<file path="src/rtl/regfile_arbiter_if.sv">
// Requester and register-file signal bundle for regfile_arbiter.
// slave = arbiter side, master = requesters plus register file side.
interface regfile_arbiter_if #(
  parameter int ADDR_W = 4,
  parameter int DATA_W = 4
);
  logic              req_a;
  logic              req_b;
  logic              we_a;
  logic              we_b;
  logic [ADDR_W-1:0] addr_a;
  logic [ADDR_W-1:0] addr_b;
  logic [DATA_W-1:0] wdata_a;
  logic [DATA_W-1:0] wdata_b;
  logic              gnt_a;
  logic              gnt_b;
  logic              rvalid_a;
  logic              rvalid_b;
  logic [DATA_W-1:0] rdata_a;
  logic [DATA_W-1:0] rdata_b;
  logic              busy;
  logic              rf_write_enable;
  logic [ADDR_W-1:0] rf_ra;
  logic [ADDR_W-1:0] rf_rb;
  logic [ADDR_W-1:0] rf_rw;
  logic [DATA_W-1:0] rf_busw;
  logic [DATA_W-1:0] rf_busa;
  logic [DATA_W-1:0] rf_busb;

  modport slave (
    input  req_a, req_b, we_a, we_b,
    input  addr_a, addr_b, wdata_a, wdata_b,
    input  rf_busa, rf_busb,
    output gnt_a, gnt_b, rvalid_a, rvalid_b,
    output rdata_a, rdata_b, busy,
    output rf_write_enable, rf_ra, rf_rb, rf_rw, rf_busw
  );

  modport master (
    output req_a, req_b, we_a, we_b,
    output addr_a, addr_b, wdata_a, wdata_b,
    output rf_busa, rf_busb,
    input  gnt_a, gnt_b, rvalid_a, rvalid_b,
    input  rdata_a, rdata_b, busy,
    input  rf_write_enable, rf_ra, rf_rb, rf_rw, rf_busw
  );
endinterface

</file>
<file path="src/rtl/regfile_arbiter.sv">
// Two-port round-robin arbiter in front of the 16x4 register file.
// REGFILE_ARB_DUAL_READ_EN: grant two simultaneous reads together.
module regfile_arbiter #(
  parameter int ADDR_W = 4,
  parameter int DATA_W = 4
) (
  input  logic            clk,
  input  logic            rst,
  regfile_arbiter_if.slave bus
);

`ifdef REGFILE_ARB_DUAL_READ_EN
  localparam bit DUAL = 1'b1;
`else
  localparam bit DUAL = 1'b0;
`endif

  typedef enum logic [1:0] {
    IDLE  = 2'd0,
    ISSUE = 2'd1,
    RESP  = 2'd2
  } state_e;

  state_e state_q, state_d;
  logic   last_q, last_d;
  logic   sa_q, sa_d;
  logic   sb_q, sb_d;
  logic   wr_q, wr_d;
  logic   gnt_a_q, gnt_a_d;
  logic   gnt_b_q, gnt_b_d;
  logic   rv_a_q, rv_a_d;
  logic   rv_b_q, rv_b_d;
  logic   busy_q, busy_d;
  logic   we_q, we_d;
  logic [DATA_W-1:0] rdata_a_q, rdata_a_d;
  logic [DATA_W-1:0] rdata_b_q, rdata_b_d;
  logic [DATA_W-1:0] busw_q, busw_d;
  logic [ADDR_W-1:0] ra_q, ra_d;
  logic [ADDR_W-1:0] rb_q, rb_d;
  logic [ADDR_W-1:0] rw_q, rw_d;

  logic dual, pick_a, pick_b;

  // last_q = 1 means B won last, so A wins contention
  assign dual   = DUAL & bus.req_a & bus.req_b
                & ~bus.we_a & ~bus.we_b;
  assign pick_a = ~dual & bus.req_a
                & (~bus.req_b | last_q);
  assign pick_b = ~dual & bus.req_b & ~pick_a;

  always_comb begin
    state_d   = state_q;
    last_d    = last_q;
    sa_d      = sa_q;
    sb_d      = sb_q;
    wr_d      = wr_q;
    gnt_a_d   = 1'b0;
    gnt_b_d   = 1'b0;
    rv_a_d    = 1'b0;
    rv_b_d    = 1'b0;
    we_d      = 1'b0;
    rdata_a_d = rdata_a_q;
    rdata_b_d = rdata_b_q;
    ra_d      = ra_q;
    rb_d      = rb_q;
    rw_d      = rw_q;
    busw_d    = busw_q;
    unique case (state_q)
      IDLE: begin
        unique case (1'b1)
          dual: begin
            gnt_a_d = 1'b1;
            gnt_b_d = 1'b1;
            sa_d    = 1'b1;
            sb_d    = 1'b1;
            wr_d    = 1'b0;
            ra_d    = bus.addr_a;
            rb_d    = bus.addr_b;
            state_d = ISSUE;
          end
          pick_a: begin
            gnt_a_d = 1'b1;
            sa_d    = 1'b1;
            sb_d    = 1'b0;
            last_d  = 1'b0;
            wr_d    = bus.we_a;
            state_d = ISSUE;
            if (bus.we_a) begin
              we_d   = 1'b1;
              rw_d   = bus.addr_a;
              busw_d = bus.wdata_a;
            end else begin
              ra_d = bus.addr_a;
              rb_d = bus.addr_a;
            end
          end
          pick_b: begin
            gnt_b_d = 1'b1;
            sa_d    = 1'b0;
            sb_d    = 1'b1;
            last_d  = 1'b1;
            wr_d    = bus.we_b;
            state_d = ISSUE;
            if (bus.we_b) begin
              we_d   = 1'b1;
              rw_d   = bus.addr_b;
              busw_d = bus.wdata_b;
            end else begin
              ra_d = bus.addr_b;
              rb_d = bus.addr_b;
            end
          end
          default: ;
        endcase
      end
      ISSUE: state_d = wr_q ? IDLE : RESP;
      RESP: begin
        if (sa_q) begin
          rv_a_d    = 1'b1;
          rdata_a_d = bus.rf_busa;
        end
        if (sb_q) begin
          rv_b_d    = 1'b1;
          rdata_b_d = sa_q ? bus.rf_busb
                           : bus.rf_busa;
        end
        state_d = IDLE;
      end
      default: state_d = IDLE;
    endcase
    busy_d = (state_d != IDLE);
  end

  always_ff @(posedge clk) begin
    if (rst) begin
      state_q   <= IDLE;
      last_q    <= 1'b1;
      sa_q      <= 1'b0;
      sb_q      <= 1'b0;
      wr_q      <= 1'b0;
      gnt_a_q   <= 1'b0;
      gnt_b_q   <= 1'b0;
      rv_a_q    <= 1'b0;
      rv_b_q    <= 1'b0;
      busy_q    <= 1'b0;
      we_q      <= 1'b0;
      rdata_a_q <= '0;
      rdata_b_q <= '0;
      busw_q    <= '0;
      ra_q      <= '0;
      rb_q      <= '0;
      rw_q      <= '0;
    end else begin
      state_q   <= state_d;
      last_q    <= last_d;
      sa_q      <= sa_d;
      sb_q      <= sb_d;
      wr_q      <= wr_d;
      gnt_a_q   <= gnt_a_d;
      gnt_b_q   <= gnt_b_d;
      rv_a_q    <= rv_a_d;
      rv_b_q    <= rv_b_d;
      busy_q    <= busy_d;
      we_q      <= we_d;
      rdata_a_q <= rdata_a_d;
      rdata_b_q <= rdata_b_d;
      busw_q    <= busw_d;
      ra_q      <= ra_d;
      rb_q      <= rb_d;
      rw_q      <= rw_d;
    end
  end

  assign bus.gnt_a           = gnt_a_q;
  assign bus.gnt_b           = gnt_b_q;
  assign bus.rvalid_a        = rv_a_q;
  assign bus.rvalid_b        = rv_b_q;
  assign bus.rdata_a         = rdata_a_q;
  assign bus.rdata_b         = rdata_b_q;
  assign bus.busy            = busy_q;
  assign bus.rf_write_enable = we_q;
  assign bus.rf_ra           = ra_q;
  assign bus.rf_rb           = rb_q;
  assign bus.rf_rw           = rw_q;
  assign bus.rf_busw         = busw_q;

endmodule

</file>
<file path="src/flat_wrapper.sv">
// flat-port wrapper written by rule: the top's interface ports become plain ports
module regfile_arbiter_flat 
#(
  parameter int ADDR_W = 4,
  parameter int DATA_W = 4
)
  (clk, rst, bus_req_a, bus_req_b, bus_we_a, bus_we_b, bus_addr_a, bus_addr_b, bus_wdata_a, bus_wdata_b, bus_rf_busa, bus_rf_busb, bus_gnt_a, bus_gnt_b, bus_rvalid_a, bus_rvalid_b, bus_rdata_a, bus_rdata_b, bus_busy, bus_rf_write_enable, bus_rf_ra, bus_rf_rb, bus_rf_rw, bus_rf_busw);
  regfile_arbiter_if #(.ADDR_W(ADDR_W), .DATA_W(DATA_W)) bus_i ();
  input  logic clk;
  input  logic rst;
  input wire logic [$bits(bus_i.req_a)-1:0] bus_req_a;
  input wire logic [$bits(bus_i.req_b)-1:0] bus_req_b;
  input wire logic [$bits(bus_i.we_a)-1:0] bus_we_a;
  input wire logic [$bits(bus_i.we_b)-1:0] bus_we_b;
  input wire logic [$bits(bus_i.addr_a)-1:0] bus_addr_a;
  input wire logic [$bits(bus_i.addr_b)-1:0] bus_addr_b;
  input wire logic [$bits(bus_i.wdata_a)-1:0] bus_wdata_a;
  input wire logic [$bits(bus_i.wdata_b)-1:0] bus_wdata_b;
  input wire logic [$bits(bus_i.rf_busa)-1:0] bus_rf_busa;
  input wire logic [$bits(bus_i.rf_busb)-1:0] bus_rf_busb;
  output wire logic [$bits(bus_i.gnt_a)-1:0] bus_gnt_a;
  output wire logic [$bits(bus_i.gnt_b)-1:0] bus_gnt_b;
  output wire logic [$bits(bus_i.rvalid_a)-1:0] bus_rvalid_a;
  output wire logic [$bits(bus_i.rvalid_b)-1:0] bus_rvalid_b;
  output wire logic [$bits(bus_i.rdata_a)-1:0] bus_rdata_a;
  output wire logic [$bits(bus_i.rdata_b)-1:0] bus_rdata_b;
  output wire logic [$bits(bus_i.busy)-1:0] bus_busy;
  output wire logic [$bits(bus_i.rf_write_enable)-1:0] bus_rf_write_enable;
  output wire logic [$bits(bus_i.rf_ra)-1:0] bus_rf_ra;
  output wire logic [$bits(bus_i.rf_rb)-1:0] bus_rf_rb;
  output wire logic [$bits(bus_i.rf_rw)-1:0] bus_rf_rw;
  output wire logic [$bits(bus_i.rf_busw)-1:0] bus_rf_busw;
  assign bus_i.req_a = bus_req_a;
  assign bus_i.req_b = bus_req_b;
  assign bus_i.we_a = bus_we_a;
  assign bus_i.we_b = bus_we_b;
  assign bus_i.addr_a = bus_addr_a;
  assign bus_i.addr_b = bus_addr_b;
  assign bus_i.wdata_a = bus_wdata_a;
  assign bus_i.wdata_b = bus_wdata_b;
  assign bus_i.rf_busa = bus_rf_busa;
  assign bus_i.rf_busb = bus_rf_busb;
  assign bus_gnt_a = bus_i.gnt_a;
  assign bus_gnt_b = bus_i.gnt_b;
  assign bus_rvalid_a = bus_i.rvalid_a;
  assign bus_rvalid_b = bus_i.rvalid_b;
  assign bus_rdata_a = bus_i.rdata_a;
  assign bus_rdata_b = bus_i.rdata_b;
  assign bus_busy = bus_i.busy;
  assign bus_rf_write_enable = bus_i.rf_write_enable;
  assign bus_rf_ra = bus_i.rf_ra;
  assign bus_rf_rb = bus_i.rf_rb;
  assign bus_rf_rw = bus_i.rf_rw;
  assign bus_rf_busw = bus_i.rf_busw;
  regfile_arbiter #(.ADDR_W(ADDR_W), .DATA_W(DATA_W)) u_core (.clk(clk), .rst(rst), .bus(bus_i));
endmodule
</file>
<file path="config.mk">
export PLATFORM = sky130hd
export DESIGN_NAME = regfile_arbiter_flat
export DESIGN_NICKNAME = d
export VERILOG_FILES = /design/src/rtl/regfile_arbiter_if.sv /design/src/rtl/regfile_arbiter.sv /design/src/flat_wrapper.sv
export SDC_FILE = /design/constraint.sdc
export NUM_CORES = 1
export LEC_CHECK = 0
export CELL_PAD_IN_SITES_DETAIL_PLACEMENT = 1
export CELL_PAD_IN_SITES_GLOBAL_PLACEMENT = 2
export CORE_MARGIN = 2
export CORE_UTILIZATION = 24
export DETAILED_ROUTE_END_ITERATION = 10
export PLACE_DENSITY = 0.81
export REMOVE_ABC_BUFFERS = 1
export SLEW_MARGIN = 40
export SYNTH_ARGS = -nofsm -noshare
export SYNTH_HDL_FRONTEND = slang
export SYNTH_SLANG_ARGS = --single-unit
</file>
<file path="constraint.sdc">
create_clock -name clk -period 1.75 [get_ports clk]
set_input_delay 0.4375 -clock clk [delete_from_list [all_inputs] [get_ports clk]]
set_output_delay 0.4375 -clock clk [all_outputs]
set_load 0.02 [all_outputs]
</file>
==> results by group, run 1 <==
Run status
  – Status: complete, no violations

STA
  – Crit share post-route: 0.9673
  – Number of setup violations in the final report: 0
  – Headroom to the max-slew limit: 0.7317
  – Total Neg Setup Slack: 0 ns
  – Endpoints failing hold: 0
  – Least-Margin Pin Slew: 0.3997 ns
  – Max Clock Skew: 0.004579 ns
  – Slew Limit Fails: 0
  – Final min period: about 1.7 ns
  – Fmax: 590.7 MHz

Final layout
  – Reg area: ~640 um2
  – Most frequent cells in the layout: clkdlybuf4s50_1, dfxtp_1, nor2_1, buf_4, nand2_1
  – Most common cell after layout, fill and taps aside: clkdlybuf4s50_1
  – Share of post-route cells with drive strength above 1: 0.2271
  – Layout Cells excl Fill: 279
  – Core Util, Final: 0.4090
  – Fillers: between 600 and 700
  – Layout Nets: between 200 and 250
  – Multi-input gate area: 675.6 um2
  – Area Overhead vs Synth: 65.29%
  – Diodes inserted: 0

Power
  – Internal power: 1.384 mW
  – Switching portion of total power: 0.2946
  – Final Total Pwr: approximately 2 mW
  – Logic pwr share: 0.280
  – Clock power frac: 0.300
  – Worst vdd ir: ~320 uV
  – Net switching power: 578.0 uW
  – Leak: around 0.93 nW
  – Power Density: between 800 and 900 nW/um2
  – Flop pwr share: 0.420

Critical path
  – Crit. path cell count: 1
  – Worst r2r path cells: 5
  – Critical path's largest stage delay: between 0.6 and 0.7 ns
  – Delay-heaviest family, CP: buffers and inverters
  – Arr. time, crit path: ~1.3 ns
  – Worst Setup End Kind: primary output
  – CP Launch Type: flip-flop
  – WP data required: ~1.3 ns
  – Worst Setup SP: u_core.bus.rf_ra[2]
  – R2R Setup Slk: ~0.32 ns
  – Worst reg2reg endpoint: u_core.bus.rf_busw[2]
  – Crit-path max FO: 3
  – Setup crit end: bus_rf_ra[2]
  – Worst-path cell chain: clkdlybuf4s50_1
  – Buf+Inv Stages, Crit Path: 1
  – CP max stage cell: clkdlybuf4s50_1
  – Setup Crit Path Kind: flip-flop to primary output
  – RR Startpoint: u_core.last_q

Detailed routing
  – Residual DRC count: 0
  – Vias per std cell: around 4.5
  – Wire per inst: around 14 um
  – DR iter-0 viols: 45
  – DR pass1 iterations: 4
  – Detail Route Antenna Nets: 0
  – Via Count: ~1300
  – Final WL: approximately 3900 um

Hold path
  – Worst hold-check path type: flip-flop to flip-flop

Floorplan
  – Core ar.: approximately 5500 um2
  – Rows: 27
  – I/O pin total: 60
  – Die Span Y: between 70 and 80 um
  – Starting density of the core: 0.2474
  – Die area: about 6300 um2
  – Chip width: slightly below 80 um

Clock network
  – CTS buffer count: 5
  – Skew-Pair Late Insertion Delay: around 0.28 ns
  – Clock slew at reported path FFs: 0.07 ns
  – Post-CTS Hold Buffers: 0
  – CTS tree: built
  – Clock Tree Buf Depth: 2
  – Sink Count: 32
  – CTS H-tree lvls: 2
  – Root Driver: clkbuf_8

Place
  – Gpl congestion: about 0.76
  – Placed insts: 270
  – Post-DP HPWL: between 2000 and 3000 um
  – Port Buffer Count: 59

GRT
  – GRT Total Usage: 0.1356
  – First-pass GRT wire length: between 6000 and 7000 um
  – Largest net degree at the start of global routing: 19
  – Vias in the first global route: between 1000 and 1500
  – Initial antenna violation count: 0
  – Grt total ovfl: 0

Yosys
  – Synth Instances: around 140
  – Netlist cell types: 29
  – Yosys warns: 0
  – Mapped cell area: 1363 um2
  – Mean post-synth cell area: a little over 10 um2
  – Sequential area share after synthesis: 0.4702
  – Synthesis-stage register bit count: 32

Run
  – Max_cap viols: 0
timing repair:
item / in CTS / in global routing
gates resized for setup: 7 / 6
buffers inserted: 0 / 1
endpoints found under the setup margin: 13 / 18
logic make-up after synthesis:
logic type      count (synthesis)  synth area share
compound gates                 35            0.2406
buf+inv                        13           0.05418
flops                          32            0.4702
mux                            12           0.08816
simple gates                   43            0.1469
per-stage QoR:
stage / worst slack [ns] / instance area [um2] / hold WS, ns
after floorplan: 0.09860 / 1289 / 0.4044
after global placement: -0.3875 / 2110 / 0.4395
after CTS: -0.008798 / 2230 / 0.4477
after global routing: -0.0002944 / 2252 / 0.4778
final: 0.05717 / 2252 / 0.4442
after detailed placement: -0.4227 / 2110 / 0.4422
registers in the layout, indices dropped and copies added (netlist names):
name                        flops
u_core.last_q                   1
u_core.state_q                  2
u_core.sb_q                     1
u_core.bus.rf_write_enable      1
u_core.bus.rdata_a              4
u_core.bus.gnt_b                1
u_core.sa_q                     1
u_core.bus.rf_busw              4
u_core.bus.busy                 1
u_core.bus.rf_ra                4
u_core.wr_q                     1
u_core.bus.rf_rw                4
u_core.bus.rvalid_b             1
u_core.bus.gnt_a                1
u_core.bus.rvalid_a             1
u_core.bus.rdata_b              4
power groups by stage:
stage	clock (mW)	sequential, mW	combinational [mW]
floorplan	0	0.900	0.182
global placement	0	0.842	0.532
detailed placement	0	0.840	0.539
CTS	0.610	0.826	0.556
global route	0.641	0.832	0.592
finish	0.589	0.824	0.548
cell usage after synthesis, drive strengths merged:
cell    count  area [um2]
and3b       1       8.760
nor2b       1       6.260
buf        10       62.56
a32oi       1       27.53
o21ai       1       5.000
a21oi      12       60.06
nor2       19       81.33
clkbuf      3       11.26
nand2      13       48.80
a211oi     12       130.1
nand3b      1       7.510
a32o        1       10.01
a311oi      4       60.06
nand2b      1       6.260
a22oi       2       15.01
a211o       1       8.760
or2         2       12.52
a21boi      1       11.26
mux2i      12       120.1
nor4b       1       8.760
dfxtp      32       640.6
nor3        4       20.02
worst min-delay path by stage:
stage,slack [ns],cells past startpoint,to,from
after CTS,0.45,1,u_core.state_q[1],u_core.wr_q
after global placement,0.44,1,u_core.state_q[1],u_core.wr_q
after detailed placement,0.44,1,u_core.state_q[1],u_core.wr_q
final,0.44,1,u_core.state_q[1],u_core.wr_q
after global routing,0.48,1,u_core.state_q[1],u_core.wr_q
after floorplan,0.40,1,u_core.state_q[1],u_core.wr_q
layer usage:
metal,GRT usage,vias up,part of all wire,wire length (um)
met2,0.2203,34,0.48,1880
li1,-,626,-,-
met3,0.04773,4,0.055,217
met1,0.1685,593,0.45,1784
met5,0,-,0,0
met4,0.04138,0,0.011,44
layout make-up:
class / count / share of cell area
Sequential cell: 32 / 0.2844
Clock inverter: 2 / 0.004444
Multi-Input combinational cell: 90 / 0.3000
Tap cell: 72 / 0.04000
Timing Repair Buffer: 77 / 0.3344
Clock buffer: 6 / 0.03667
Power figures use the tool's default switching activity.
==> inputs of run 2 (changes only) <==
--- a/config.mk
+++ b/config.mk
@@ -11,7 +11,6 @@
 export CORE_UTILIZATION = 24
 export DETAILED_ROUTE_END_ITERATION = 10
 export PLACE_DENSITY = 0.81
-export REMOVE_ABC_BUFFERS = 1
 export SLEW_MARGIN = 40
 export SYNTH_ARGS = -nofsm -noshare
 export SYNTH_HDL_FRONTEND = slang
==> constraint.sdc (replaced) <==
create_clock -name clk -period 1.75 [get_ports clk]
set_input_delay 0.4375 -clock clk [delete_from_list [all_inputs] [get_ports clk]]
set_output_delay 0.4375 -clock clk [all_outputs]
set_load 0.005 [all_outputs]
==> run 2 against run 1 <==
Against the previous run:
- non-clock buffer count is 2 lower
- worst setup slack better by 0.089 ns
- hold slack better by 0.027 ns
- highest routed layer unchanged
- critical path depth stayed put
==> results by group, run 2 (same netlist as run 1, synthesis figures left out) <==
STA
  – Final min period: around 1.6 ns
  – Endpoints failing hold: 0
  – Unrepaired setup endpoints after global routing: false
  – Headroom to the max-slew limit: 0.6518
  – Total Neg Setup Slack: 0 ns
  – Least-Margin Pin Slew: 0.5168 ns
  – Max Clock Skew: 0.01118 ns
  – Crit share post-route: 0.9168
  – Slew Limit Fails: 0
  – Fmax: between 600 and 700 MHz
  – Number of setup violations in the final report: 0

Clock network
  – Clock Tree Buf Depth: 2
  – CTS tree: built
  – Skew-Pair Late Insertion Delay: 0.29 ns
  – CTS buffer count: 5
  – Clock slew at reported path FFs: approximately 0.070 ns
  – Post-CTS Hold Buffers: 0
  – CTS H-tree lvls: 2
  – Sink Count: 32
  – Root Driver: clkbuf_8

Detailed routing
  – Vias per std cell: between 4 and 5
  – DR iter-0 viols: 51
  – Met3 WL: ~280 um
  – Detail Route Antenna Nets: 0
  – Final WL: about 3700 um
  – Wire per inst: between 10 and 15 um
  – Via Count: approximately 1200
  – DR pass1 iterations: 4
  – Residual DRC count: 0
  – Wl on met1: ~1700 um
  – Met2 wire length: about 1700 um
  – Highest Signal Layer: met4

Final layout
  – Multi-input gate area: between 600 and 700 um2
  – Fillers: 622
  – Area Overhead vs Synth: 64.83%
  – Layout Nets: 234
  – Reg area: ~640 um2
  – Share of post-route cells with drive strength above 1: 0.2049
  – Diodes inserted: 0
  – Most common cell after layout, fill and taps aside: clkdlybuf4s50_1
  – Core Util, Final: 0.4079
  – Most frequent cells in the layout: clkdlybuf4s50_1, dfxtp_1, nor2_1

GRT
  – First-pass GRT wire length: approximately 6200 um
  – Vias in the first global route: 1273
  – GRT Total Usage: 0.1300
  – Grt total ovfl: 0
  – Largest net degree at the start of global routing: 15
  – Initial antenna violation count: 0

Power
  – Power Density: slightly above 900 nW/um2
  – Leak: 0.8603 nW
  – Worst vdd ir: ~350 uV

Floorplan
  – I/O pin total: 60
  – Rows: 27
  – Core ar.: between 5000 and 6000 um2
  – Starting density of the core: 0.2474
  – Chip width: between 70 and 80 um
  – Die Span Y: approximately 79 um
  – Die area: 6296 um2

Critical path
  – Arr. time, crit path: roughly 1.2 ns
  – Buf+Inv Stages, Crit Path: 1
  – CP Launch Type: flip-flop
  – Worst Setup End Kind: primary output
  – WP data required: approximately 1.3 ns
  – Critical path's largest stage delay: ~0.5 ns
  – CP max stage cell: clkdlybuf4s50_1
  – Crit-path max FO: 3
  – Worst-path cell chain: clkdlybuf4s50_1
  – Setup Crit Path Kind: flip-flop to primary output
  – Delay-heaviest family, CP: buffers and inverters

Place
  – Gpl congestion: roughly 0.74
  – Post-DP HPWL: between 2000 and 3000 um
  – Port Buffer Count: 59

Hold path
  – Worst hold-check path type: flip-flop to flip-flop

Run
  – Max_cap viols: 0

Run status
  – Status: complete, no violations

Yosys
  – Post-Syn Nets: between 150 and 200
==> run 2: cell types whose count changed in the layout (fill, tap and decap cells not counted), moves of 2 or more <==
cell | before | now
buf_4 | 17 | 14
mux2i_2 | 4 | 1
clkinv_2 | 2 | 0
dlymetal6s2s_1 | 6 | 1
mux2i_1 | 8 | 11
clkdlybuf4s50_1 | 53 | 57
==> run 2: worst paths after layout <==
| check | startpoint | slack, ns | cells after the start | end |
|---|---|---|---|---|
| hold / removal | u_core.wr_q | 0.47 | 1 | u_core.state_q[1] |
| setup / recovery | u_core.bus.rf_ra[0] | 0.15 | 1 | bus_rf_rb[0] |
| hold reg to reg | u_core.wr_q | 0.47 | 1 | u_core.state_q[1] |
| setup reg to reg | u_core.last_q | 0.31 | 5 | u_core.bus.rf_rw[3] |
==> run 2: power breakdown <==
part	internal (mW)	switching (mW)
clock network	0.502	0.276
registers	0.785	0.0360
logic	0.282	0.199
total	1.57	0.511
==> run 2: final cells by class <==
class / instances / share of cell area
clock inverter: 1 / 0.01337
tap: 72 / 0.04011
sequential: 32 / 0.2852
multi-input combinational: 90 / 0.2903
timing repair buffer: 75 / 0.3281
clock buffer: 7 / 0.04290
==> run 2: stage by stage <==
stage	hold slack, ns	worst slack [ns]	instances	instance area [um2]	total power [mW]
6_report	0.4714	0.1457	277	2246	2.081
3_3_place_gp	0.4671	-0.2982	267	2074	1.297
4_1_cts	0.4826	0.05102	277	2240	2.110
2_1_floorplan	0.4044	0.3596	135	1363	1.057
3_5_place_dp	0.4579	-0.3220	267	2074	1.302
5_1_grt	0.4959	0.08661	277	2246	2.193
==> run 2: routing by layer <==
metal  up-vias  track usage
met5         -            0
met1       566       0.1639
met3         6      0.04545
li1        620            -
met2        45       0.2000
met4         0      0.05690
==> run 2: what timing repair did <==
item,4_1_cts,5_1_grt
buffers inserted,2,0
gates resized for setup,1,2
setup endpoints to repair,3,11
pin swaps,2,1
endpoints found under the hold margin,0,0
==> inputs of run 3 (changes only) <==
--- a/config.mk
+++ b/config.mk
@@ -9,8 +9,9 @@
 export CELL_PAD_IN_SITES_GLOBAL_PLACEMENT = 2
 export CORE_MARGIN = 2
 export CORE_UTILIZATION = 24
+export CTS_CLUSTER_SIZE = 28
 export DETAILED_ROUTE_END_ITERATION = 10
-export PLACE_DENSITY = 0.81
+export PLACE_DENSITY_LB_ADDON = 0.1
 export SLEW_MARGIN = 40
 export SYNTH_ARGS = -nofsm -noshare
 export SYNTH_HDL_FRONTEND = slang
==> run 3 against run 2 <==
Against the previous run:
- design area down 1.1%
- maximum frequency fell by 1.6%
- final cell count rose by 1.1%
- largest power group unchanged
- via count grew 3.0%
- first-iteration DRC count fell by 24%
- die area is the same
- register-to-register slack about the same
- sequential power barely moved
- combinational power is 3% higher
==> results by group, run 3 (same netlist as run 1, synthesis figures left out) <==
Floorplan
  – Die Span Y: about 80 um
  – Rows: 27
  – Core ar.: about 5500 um2
  – Die area: 6296 um2
  – Starting density of the core: 0.2474
  – Chip width: 79.35 um
  – I/O pin total: 60

Power
  – Power Density: approximately 830 nW/um2
  – Worst vdd ir: approximately 360 uV
  – Leak: between 0.8 and 0.9 nW

Critical path
  – Critical path's largest stage delay: approximately 0.53 ns
  – WP data required: roughly 1.3 ns
  – Worst Setup End Kind: primary output
  – CP Launch Type: flip-flop
  – Setup Crit Path Kind: flip-flop to primary output
  – Delay-heaviest family, CP: buffers and inverters
  – Worst-path cell chain: clkdlybuf4s50_1
  – CP max stage cell: clkdlybuf4s50_1
  – Crit-path max FO: 3
  – Arr. time, crit path: 1.19 ns
  – Buf+Inv Stages, Crit Path: 1

STA
  – Crit share post-route: 0.9315
  – Total Neg Setup Slack: 0 ns
  – Number of setup violations in the final report: 0
  – Headroom to the max-slew limit: 0.6542
  – Final min period: 1.630 ns
  – Unrepaired setup endpoints after global routing: false
  – Fmax: between 600 and 700 MHz
  – Endpoints failing hold: 0
  – Max Clock Skew: ~0.011 ns
  – Least-Margin Pin Slew: 0.5132 ns
  – Slew Limit Fails: 0

Clock network
  – Root Driver: clkbuf_8
  – CTS buffer count: 5
  – Sink Count: 32
  – Clock Tree Buf Depth: 2
  – Clock slew at reported path FFs: 0.06 ns
  – Post-CTS Hold Buffers: 0
  – CTS tree: built
  – CTS H-tree lvls: 2
  – Skew-Pair Late Insertion Delay: approximately 0.28 ns

GRT
  – GR Util met3: 0.03864
  – Initial antenna violation count: 0
  – Gr busiest metal: met2
  – Met2 Use GR: 0.2373
  – Largest net degree at the start of global routing: 17
  – First-pass GRT wire length: 6934 um
  – Vias in the first global route: 1407
  – Grt total ovfl: 0
  – GRT Total Usage: 0.1457
  – GR Util met1: 0.1837

Detailed routing
  – Detail Route Antenna Nets: 0
  – Final WL: 4246 um
  – Residual DRC count: 0
  – Vias per std cell: approximately 4.6
  – DR iter-0 viols: 39
  – Wire per inst: approximately 15 um
  – DR pass1 iterations: 4
  – Via Count: around 1300

Final layout
  – Diodes inserted: 0
  – Most frequent cells in the layout: clkdlybuf4s50_1, dfxtp_1, buf_4
  – Share of post-route cells with drive strength above 1: 0.2115
  – Area Overhead vs Synth: 63.09%
  – Fillers: 624
  – Multi-input gate area: between 600 and 700 um2
  – Reg area: roughly 640 um2
  – Most common cell after layout, fill and taps aside: clkdlybuf4s50_1
  – Core Util, Final: 0.4035
  – Layout Nets: around 240

Place
  – Post-DP HPWL: about 3300 um
  – Gpl congestion: between 0.7 and 0.8
  – Port Buffer Count: 59

Yosys
  – Post-Syn Nets: about 170

Run status
  – Status: complete, no violations

Hold path
  – Worst hold-check path type: flip-flop to flip-flop

Run
  – Max_cap viols: 0
[run 3: changes by cell type in the layout (fill, tap and decap cells not counted), sizes merged]
cell	change
buf	+4
bufinv	-1
clkbuf	-1
clkinv	+1
dlygate4sd2	-1
dlymetal6s2s	+1
[run 3: path summary, 6_finish.rpt]
| check | startpoint | endpoint | slack [ns] | cells past startpoint |
|---|---|---|---|---|
| max | u_core.bus.rf_ra[3] | bus_rf_rb[3] | 0.12 | 1 |
| min | u_core.wr_q | u_core.state_q[1] | 0.45 | 1 |
| max reg2reg | u_core.last_q | u_core.bus.rf_rw[2] | 0.30 | 6 |
| min reg2reg | u_core.wr_q | u_core.state_q[1] | 0.45 | 1 |
[run 3: metrics by stage]
stage	instances	worst slack (ns)	cell area, um2	power (mW)	hold slack [ns]
3_5_place_dp	271	-0.3281	2105	1.319	0.4362
5_1_grt	280	0.06483	2222	1.949	0.4866
4_1_cts	280	-0.004310	2213	1.877	0.4518
6_report	280	0.1199	2222	1.847	0.4485
3_3_place_gp	271	-0.2447	2105	1.309	0.4381
2_1_floorplan	135	0.3596	1363	1.057	0.4044
[run 3: per-layer routing]
layer / share of wire / vias to the layer above
met5: 0 / -
met4: 0.015 / 0
met3: 0.045 / 6
met2: 0.47 / 36
met1: 0.47 / 610
li1: - / 622
[run 3: layout make-up]
| class | count | area share |
|---|---|---|
| clock buffers | 6 | 0.03266 |
| clock inverters | 1 | 0.002252 |
| multi-input cells | 90 | 0.2934 |
| flip-flops and latches | 32 | 0.2883 |
| well taps | 72 | 0.04054 |
| repair buffers | 79 | 0.3429 |
[run 3: timing repair]
action,in CTS,in global routing
endpoints found under the setup margin,5,14
pin swaps,2,1
setup buffers,2,0
gates resized for setup,1,3
[run 3: power breakdown]
part / internal [mW] / switching (mW) / leakage [nW]
Combinational: 0.285 / 0.211 / 0.556
Clock: 0.270 / 0.259 / 0.0410
Sequential: 0.785 / 0.0364 / 0.262
Total: 1.34 / 0.507 / 0.859
